**config.mk**
```make
export PLATFORM = sky130hd
export DESIGN_NAME = izh_spike_monitor_flat
export DESIGN_NICKNAME = d
export VERILOG_FILES = /design/src/rtl/izh_pkg.sv /design/src/rtl/izh_spike_monitor_if.sv /design/src/rtl/izh_isi_fifo.sv /design/src/rtl/izh_spike_monitor.sv /design/src/flat_wrapper.sv
export SDC_FILE = /design/constraint.sdc
export NUM_CORES = 1
export LEC_CHECK = 0
export BUFFER_PORTS_ARGS = -buffer_cell sky130_fd_sc_hd__buf_2
export CAP_MARGIN = 20
export CORE_MARGIN = 10
export CORE_UTILIZATION = 55
export CTS_CLUSTER_SIZE = 10
export DETAILED_ROUTE_END_ITERATION = 8
export PLACE_DENSITY = 0.81
export SLEW_MARGIN = 20
export SYNTH_ARGS = -nofsm -noshare
export SYNTH_HDL_FRONTEND = slang
export SYNTH_HIERARCHICAL = 1
export SYNTH_SLANG_ARGS = --single-unit
```
**constraint.sdc**
```tcl
create_clock -name clk -period 10.1 [get_ports clk]
set_input_delay 0 -clock clk [delete_from_list [all_inputs] [get_ports clk]]
set_output_delay 0 -clock clk [all_outputs]
set_load 0.02 [all_outputs]
```
**src/rtl/izh_pkg.sv**
```systemverilog
// Shared Izhikevich definitions: 8.9 fixed-point format, ISI width, serialiser states.
// Helpers are pure functions used by both the neuron core and the spike monitor.
package izh_pkg;

  localparam int FXP_W    = 18;
  localparam int FXP_FRAC = 9;
  localparam int ISI_W    = 16;

  typedef logic signed [FXP_W-1:0] fxp_t;

  typedef enum logic [1:0] {
    IDLE,
    HI,
    LO
  } ser_state_e;

  // Integer part of an 8.9 value (sign bit excluded, two's-complement byte).
  function automatic logic [7:0] fxp_int8(input fxp_t v);
    return v[FXP_FRAC+7:FXP_FRAC];
  endfunction

  function automatic fxp_t fxp_sat_add(input fxp_t a, input fxp_t b);
    logic signed [FXP_W:0] s;
    s = {a[FXP_W-1], a} + {b[FXP_W-1], b};
    if (s[FXP_W] != s[FXP_W-1])
      return s[FXP_W] ? {1'b1, {(FXP_W-1){1'b0}}} : {1'b0, {(FXP_W-1){1'b1}}};
    return s[FXP_W-1:0];
  endfunction

  function automatic fxp_t fxp_mul(input fxp_t a, input fxp_t b);
    logic signed [2*FXP_W-1:0] p;
    logic signed [2*FXP_W-1:0] sh;
    p  = a * b;
    sh = p >>> FXP_FRAC;
    if (sh > $signed({{(FXP_W+1){1'b0}}, {(FXP_W-1){1'b1}}}))
      return {1'b0, {(FXP_W-1){1'b1}}};
    if (sh < $signed({{(FXP_W+1){1'b1}}, {(FXP_W-1){1'b0}}}))
      return {1'b1, {(FXP_W-1){1'b0}}};
    return sh[FXP_W-1:0];
  endfunction

endpackage

```
**src/rtl/izh_spike_monitor_if.sv**
```systemverilog
// Neuron-step input and byte-stream output of the spike monitor.
// master = monitor side, slave = neuron core / byte consumer side.
interface izh_spike_monitor_if;
  import izh_pkg::*;

  logic       step_valid;
  logic       spike_in;
  fxp_t       v_in;
  logic [7:0] out_data;
  logic       out_valid;
  logic       out_ready;

  modport master (
    input  step_valid, spike_in, v_in, out_ready,
    output out_data, out_valid
  );

  modport slave (
    output step_valid, spike_in, v_in, out_ready,
    input  out_data, out_valid
  );

endinterface

```
**src/rtl/izh_isi_fifo.sv**
```systemverilog
// Synchronous ISI FIFO, registered pointers; a push is visible on rdata the next cycle.
// Push while full is ignored unless a pop happens in the same cycle.
module izh_isi_fifo #(
  parameter int DEPTH  = 8,
  parameter int DATA_W = 16
) (
  input  logic              clk,
  input  logic              rst_n,
  input  logic              push,
  input  logic              pop,
  input  logic [DATA_W-1:0] wdata,
  output logic [DATA_W-1:0] rdata,
  output logic              empty,
  output logic              full
);

  localparam int AW = $clog2(DEPTH);

  logic [AW:0]       wr_ptr_q, wr_ptr_d;
  logic [AW:0]       rd_ptr_q, rd_ptr_d;
  logic [DATA_W-1:0] mem_q [DEPTH];
  logic              do_push, do_pop;

  // Extra pointer bit distinguishes full from empty when the indices match.
  assign empty = (wr_ptr_q == rd_ptr_q);
  assign full  = (wr_ptr_q[AW] != rd_ptr_q[AW]) && (wr_ptr_q[AW-1:0] == rd_ptr_q[AW-1:0]);
  assign rdata = mem_q[rd_ptr_q[AW-1:0]];

  always_comb begin
    do_push  = push && (!full || pop);
    do_pop   = pop && !empty;
    wr_ptr_d = do_push ? wr_ptr_q + (AW+1)'(1) : wr_ptr_q;
    rd_ptr_d = do_pop  ? rd_ptr_q + (AW+1)'(1) : rd_ptr_q;
  end

  always_ff @(posedge clk or negedge rst_n) begin
    if (!rst_n) begin
      wr_ptr_q <= '0;
      rd_ptr_q <= '0;
    end else begin
      wr_ptr_q <= wr_ptr_d;
      rd_ptr_q <= rd_ptr_d;
    end
  end

  always_ff @(posedge clk) begin
    if (do_push) mem_q[wr_ptr_q[AW-1:0]] <= wdata;
  end

endmodule

```
**src/rtl/izh_spike_monitor.sv**
```systemverilog
// Measures inter-spike intervals, buffers them and streams each as two bytes (MSB first) on valid/ready.
// Build option: define SPIKE_RATE_EN to add the per-window spike-rate counter on rate_out.
module izh_spike_monitor
  import izh_pkg::*;
#(
  parameter int FIFO_DEPTH  = 8,
  parameter int ISI_W       = 16,
  parameter int RATE_WINDOW = 1000
) (
  input  logic                clk,
  input  logic                rst_n,
  input  logic                ena,
  izh_spike_monitor_if.master mon,
  output logic                fifo_full,
  output logic                overflow,
  output logic [7:0]          rate_out
);

  if (ISI_W != izh_pkg::ISI_W || FIFO_DEPTH < 2 || (FIFO_DEPTH & (FIFO_DEPTH - 1)) != 0 ||
      RATE_WINDOW < 1) begin : g_param_check
    $error("izh_spike_monitor: unsupported parameter set");
  end

  logic             step, spike;
  logic [ISI_W-1:0] isi_q, isi_d, isi_inc;
  logic [ISI_W-1:0] shadow_q, shadow_d, fifo_rdata;
  logic             fifo_empty, fifo_is_full, fifo_pop;
  ser_state_e       state_q, state_d;
  logic             out_valid_q, out_valid_d;
  logic             overflow_q, overflow_d;

  assign step  = ena & mon.step_valid;
  assign spike = step & mon.spike_in;

  // The pushed ISI includes the spike step itself, hence the increment before push.
  always_comb begin
    isi_inc = (isi_q == {ISI_W{1'b1}}) ? isi_q : isi_q + ISI_W'(1);
    isi_d   = isi_q;
    if (step) isi_d = mon.spike_in ? '0 : isi_inc;
  end

  izh_isi_fifo #(
    .DEPTH  (FIFO_DEPTH),
    .DATA_W (ISI_W)
  ) u_fifo (
    .clk   (clk),
    .rst_n (rst_n),
    .push  (spike),
    .pop   (fifo_pop),
    .wdata (isi_inc),
    .rdata (fifo_rdata),
    .empty (fifo_empty),
    .full  (fifo_is_full)
  );

  always_comb begin
    state_d     = state_q;
    shadow_d    = shadow_q;
    out_valid_d = out_valid_q;
    fifo_pop    = 1'b0;
    if (ena) begin
      case (state_q)
        IDLE: begin
          if (!fifo_empty) begin
            fifo_pop    = 1'b1;
            shadow_d    = fifo_rdata;
            state_d     = HI;
            out_valid_d = 1'b1;
          end
        end
        HI: begin
          if (mon.out_ready) state_d = LO;
        end
        LO: begin
          if (mon.out_ready) begin
            if (!fifo_empty) begin
              fifo_pop = 1'b1;
              shadow_d = fifo_rdata;
              state_d  = HI;
            end else begin
              state_d     = IDLE;
              out_valid_d = 1'b0;
            end
          end
        end
        default: begin
          state_d     = IDLE;
          out_valid_d = 1'b0;
        end
      endcase
    end
    overflow_d = overflow_q | (spike & fifo_is_full & ~fifo_pop);
  end

  always_ff @(posedge clk or negedge rst_n) begin
    if (!rst_n) begin
      isi_q       <= '0;
      state_q     <= IDLE;
      shadow_q    <= '0;
      out_valid_q <= 1'b0;
      overflow_q  <= 1'b0;
    end else begin
      isi_q       <= isi_d;
      state_q     <= state_d;
      shadow_q    <= shadow_d;
      out_valid_q <= out_valid_d;
      overflow_q  <= overflow_d;
    end
  end

  assign mon.out_valid = out_valid_q;
  assign mon.out_data  = !out_valid_q     ? fxp_int8(mon.v_in) :
                         (state_q == HI)  ? shadow_q[ISI_W-1:8] : shadow_q[7:0];
  assign fifo_full     = fifo_is_full;
  assign overflow      = overflow_q;

`ifdef SPIKE_RATE_EN
  localparam int                WIN_W    = $clog2(RATE_WINDOW + 1);
  localparam logic [WIN_W-1:0]  WIN_LAST = WIN_W'(RATE_WINDOW - 1);

  logic [WIN_W-1:0] win_q, win_d;
  logic [7:0]       spk_q, spk_d, rate_q, rate_d, spk_sum;

  // Window close folds in a spike on the closing step itself.
  always_comb begin
    spk_sum = (!spike || spk_q == 8'hFF) ? spk_q : spk_q + 8'd1;
    win_d   = win_q;
    spk_d   = spk_q;
    rate_d  = rate_q;
    if (step) begin
      if (win_q == WIN_LAST) begin
        rate_d = spk_sum;
        win_d  = '0;
        spk_d  = '0;
      end else begin
        win_d = win_q + WIN_W'(1);
        spk_d = spk_sum;
      end
    end
  end

  always_ff @(posedge clk or negedge rst_n) begin
    if (!rst_n) begin
      win_q  <= '0;
      spk_q  <= '0;
      rate_q <= '0;
    end else begin
      win_q  <= win_d;
      spk_q  <= spk_d;
      rate_q <= rate_d;
    end
  end

  assign rate_out = rate_q;
`else
  assign rate_out = 8'h00;
`endif

endmodule

```
**src/flat_wrapper.sv**
```systemverilog
// flat-port wrapper written by rule: the top's interface ports become plain ports
module izh_spike_monitor_flat import izh_pkg::*;
#(
  parameter int FIFO_DEPTH  = 8,
  parameter int ISI_W       = 16,
  parameter int RATE_WINDOW = 1000
)
  (clk, rst_n, ena, fifo_full, overflow, rate_out, mon_step_valid, mon_spike_in, mon_v_in, mon_out_ready, mon_out_data, mon_out_valid);
  izh_spike_monitor_if mon_i ();
  input  logic clk;
  input  logic rst_n;
  input  logic ena;
  output logic fifo_full;
  output logic overflow;
  output logic [7:0] rate_out;
  input wire logic [$bits(mon_i.step_valid)-1:0] mon_step_valid;
  input wire logic [$bits(mon_i.spike_in)-1:0] mon_spike_in;
  input wire logic [$bits(mon_i.v_in)-1:0] mon_v_in;
  input wire logic [$bits(mon_i.out_ready)-1:0] mon_out_ready;
  output wire logic [$bits(mon_i.out_data)-1:0] mon_out_data;
  output wire logic [$bits(mon_i.out_valid)-1:0] mon_out_valid;
  assign mon_i.step_valid = mon_step_valid;
  assign mon_i.spike_in = mon_spike_in;
  assign mon_i.v_in = mon_v_in;
  assign mon_i.out_ready = mon_out_ready;
  assign mon_out_data = mon_i.out_data;
  assign mon_out_valid = mon_i.out_valid;
  izh_spike_monitor #(.FIFO_DEPTH(FIFO_DEPTH), .ISI_W(ISI_W), .RATE_WINDOW(RATE_WINDOW)) u_core (.clk(clk), .rst_n(rst_n), .ena(ena), .mon(mon_i), .fifo_full(fifo_full), .overflow(overflow), .rate_out(rate_out));
endmodule
```
==> results.md <==
* Gr usage total at 16.56%
* Critical path endpoint category: flop
* Status: complete, no violations
* Max-slew violations at 0
* Post-synth EDFFs at 128
* Die area at 0.01933 mm2
* Clock power share at 28.4%
* Placer Congestion at 0.8584
* DR iter-0 viols at 435
* Ranking of synthesized cells by area: edfxtp_1 (49%), dfrtp_1 (14%), mux4_1 (11%), mux2_2 (5.1%), xnor2_1 (1.9%)
* Yosys top cell by area: edfxtp_1
* VDD IR max at 148.4 uV
* Internal power at 1534 uW
* Detailed placement HPWL at 9283 um
* First-pass GRT wire length at 24620 um
* Post-synth top cells: edfxtp_1 (128), dfrtp_1 (44), mux2_2 (35), mux4_1 (32), nor2_1 (26)
* Initial Utilization at 56.16%
* CTS Buf Count at 17
* Cells after Synth at 483
* Critical path peak fanout at 27
* Clk_lat worst skew at 0.43 ns
* CTS H-Tree Depth at 4
* Psw at 691.2 uW
* DRC at 0
* Diode count at 0
* Switching part of the total power at 31.06%
* WP data arrival at 4.34 ns
* Final-stage net count at 540
* Share of cells above drive strength 1 at 23.57%
* Largest net degree at the start of global routing at 45
* Antenna violations before repair at 0
* CTS Hold Bufs at 5
* Async set or reset register ratio after synthesis at 25.58%
* Clock Root Buffer: clkbuf_16
* WHS at 0.1418 ns
* Pre-antenna DRT Iters at 5
* Final worst-path cycle share at 41.77%
* Critical Path Start Type: flop
* Antenna Nets Post-Route at 0
* Cell with the most instances after synthesis: edfxtp_1
* Clock tree buffer depth at 2
* Synth-to-layout area growth at 11.24%
* Tightest Hold Check Type: in -> async
* Leakage at 0.003052 uW
* Yosys reg bits at 172
* Core area at 0.01388 mm2
* Vias per cell at 6.169
* WP data required at 10.22 ns
* Final core utilization at 62.47%
* Top-area cell type share of the netlist area at 49.31%
* Final hold violations at 0
* I/O pin cnt at 43
* Avg WL per Cell at 22.70 um
* Die height at 139.1 um
* Least-Margin Pin Slew at 1.027 ns
* FP Rows at 43
* Sum of negative setup slack at 0 ns
* Power Density at 256.6 mW/mm2
* Mean Syn Cell Area at 16.14 um2
* Most used DFF post-synth: edfxtp_1
* Synth unique cells at 64
* Routed wire length at 16030 um
* Post-Syn Area at 0.007795 mm2
* Worst Skew at 0.01258 ns
* Via count at 4355
* CTS resizes at 0
* Fill count at 959
* F_max at 0.2370 GHz
* Vias in the first global route at 4412
* Reg clk slew, reported paths at 0.06 ns
* Yosys warns at 6
* Sequential fraction of the synthesis area at 63.43%
* Post-CTS Setup Inserts at 0
* CTS tree: done
* Crit path time final at 4.219 ns
* Setup violators final at 0
* Part of the power in registers at 42.4%
* Remaining Overflow, GRT at 0
* Port bufs at 24
* Max-cap check violation count at 0
* Sink Count at 172
* Logic gate share of total power at 29.2%
* RSZ-0062 raised after global routing: false
* Relative slew slack at 31.50%
* Crit Path Class: reg -> reg
* Die boundary width at 139.1 um
-- registers in the layout, indices dropped and copies added, names as in the netlist --
name	flops
u_core/shadow_q	16
u_core/isi_q	16
u_core/u_fifo/wr_ptr_q	4
u_core/u_fifo/rd_ptr_q	4
u_core/u_fifo/mem_q	128
u_core/mon.out_valid	1
u_core/overflow	1
u_core/state_q	2
-- logic make-up (layout without fill, tap and decap cells) --
logic type | Yosys count | after routing | synth area share (%)
adder cells (fa/ha/maj) | 3 | 3 | 0.4816
multiplexers | 75 | 75 | 16.87
flip-flops | 172 | 172 | 63.44
XOR/XNOR | 19 | 19 | 2.231
AO/OA/AOI/OAI | 56 | 56 | 5.297
other | 1 | 8 | 0.04811
AND/OR/NAND/NOR | 108 | 108 | 7.689
buffers and inverters | 49 | 85 | 3.949
-- layout make-up --
type	instances	area, um2	area share (%)
Clock buffer	20	446.7	5.152
Multi-Input combinational cell	269	2609	30.09
Tap cell	180	225.2	2.597
Sequential cell	172	4945	57.03
Inverter	12	45.04	0.5195
Timing Repair Buffer	41	262.8	3.030
Clock inverter	12	137.6	1.587
-- per-stage QoR --
step                      std cells  worst slack, ns  power, uW  area, um2
final                           706            5.881       2225       8671
after global placement          669            6.017       1564       8034
after CTS                       706            5.848       2242       8668
after global routing            706            5.605       2322       8671
after detailed placement        669            5.884       1594       8034
after floorplan                 490            5.623       1443       7821
-- worst paths after layout --
kind | from | cells after the start | slack (ns) | to
max in group asynchronous | rst_n | 2 | 9.53 | u_core/isi_q[13]$_DFFE_PN0N_
setup reg to reg | u_core/u_fifo/rd_ptr_q[2]$_DFFE_PN0P_ | 9 | 5.88 | u_core/u_fifo/mem_q[3][11]$_DFFE_PP_
hold reg to reg | u_core/overflow$_DFF_PN0_ | 1 | 0.49 | u_core/overflow$_DFF_PN0_
setup / recovery | u_core/u_fifo/rd_ptr_q[2]$_DFFE_PN0P_ | 9 | 5.88 | u_core/u_fifo/mem_q[3][11]$_DFFE_PP_
min in group clk | mon_step_valid | 4 | 0.31 | u_core/isi_q[1]$_DFFE_PN0N_
hold / removal | rst_n | 2 | 0.14 | u_core/shadow_q[12]$_DFFE_PN0P_
-- worst max-delay path, stage by stage (launching register included) --
cell      delay (ns)
dfrtp_1         1.02
xnor2_1         0.16
nand3_1         0.50
nor2_1          0.15
nand2b_1        0.23
nor3_4          0.17
buf_4           0.38
o31ai_1         0.23
nor2_1          0.72
buf_4           0.34
-- layer usage --
layer | part of all wire, % | GRT usage (%) | up-vias
li1 | - | - | 1963
met3 | 6.8 | 4.829 | 18
met4 | 1.5 | 5.821 | 0
met5 | 0 | 0 | -
met1 | 41 | 19.73 | 2214
met2 | 51 | 28.00 | 160
-- cells in the final DEF, fill, tap and decap left out, types with 12 or more instances in the layout --
cell type / instances
nand2_1: 22
mux2_2: 35
mux4_1: 32
inv_1: 12
xnor2_1: 17
dfrtp_1: 44
buf_4: 13
edfxtp_1: 128
clkbuf_16: 17
a21oi_1: 14
nor2_1: 26
buf_2: 23
-- power by group through the flow --
stage,logic (uW),registers [uW],clock network [uW]
finish,650,943,633
global route,693,953,676
CTS,655,943,644
detailed placement,640,954,0
global placement,618,945,0
floorplan,539,904,0
No activity file was read; power rests on OpenSTA's default activity.
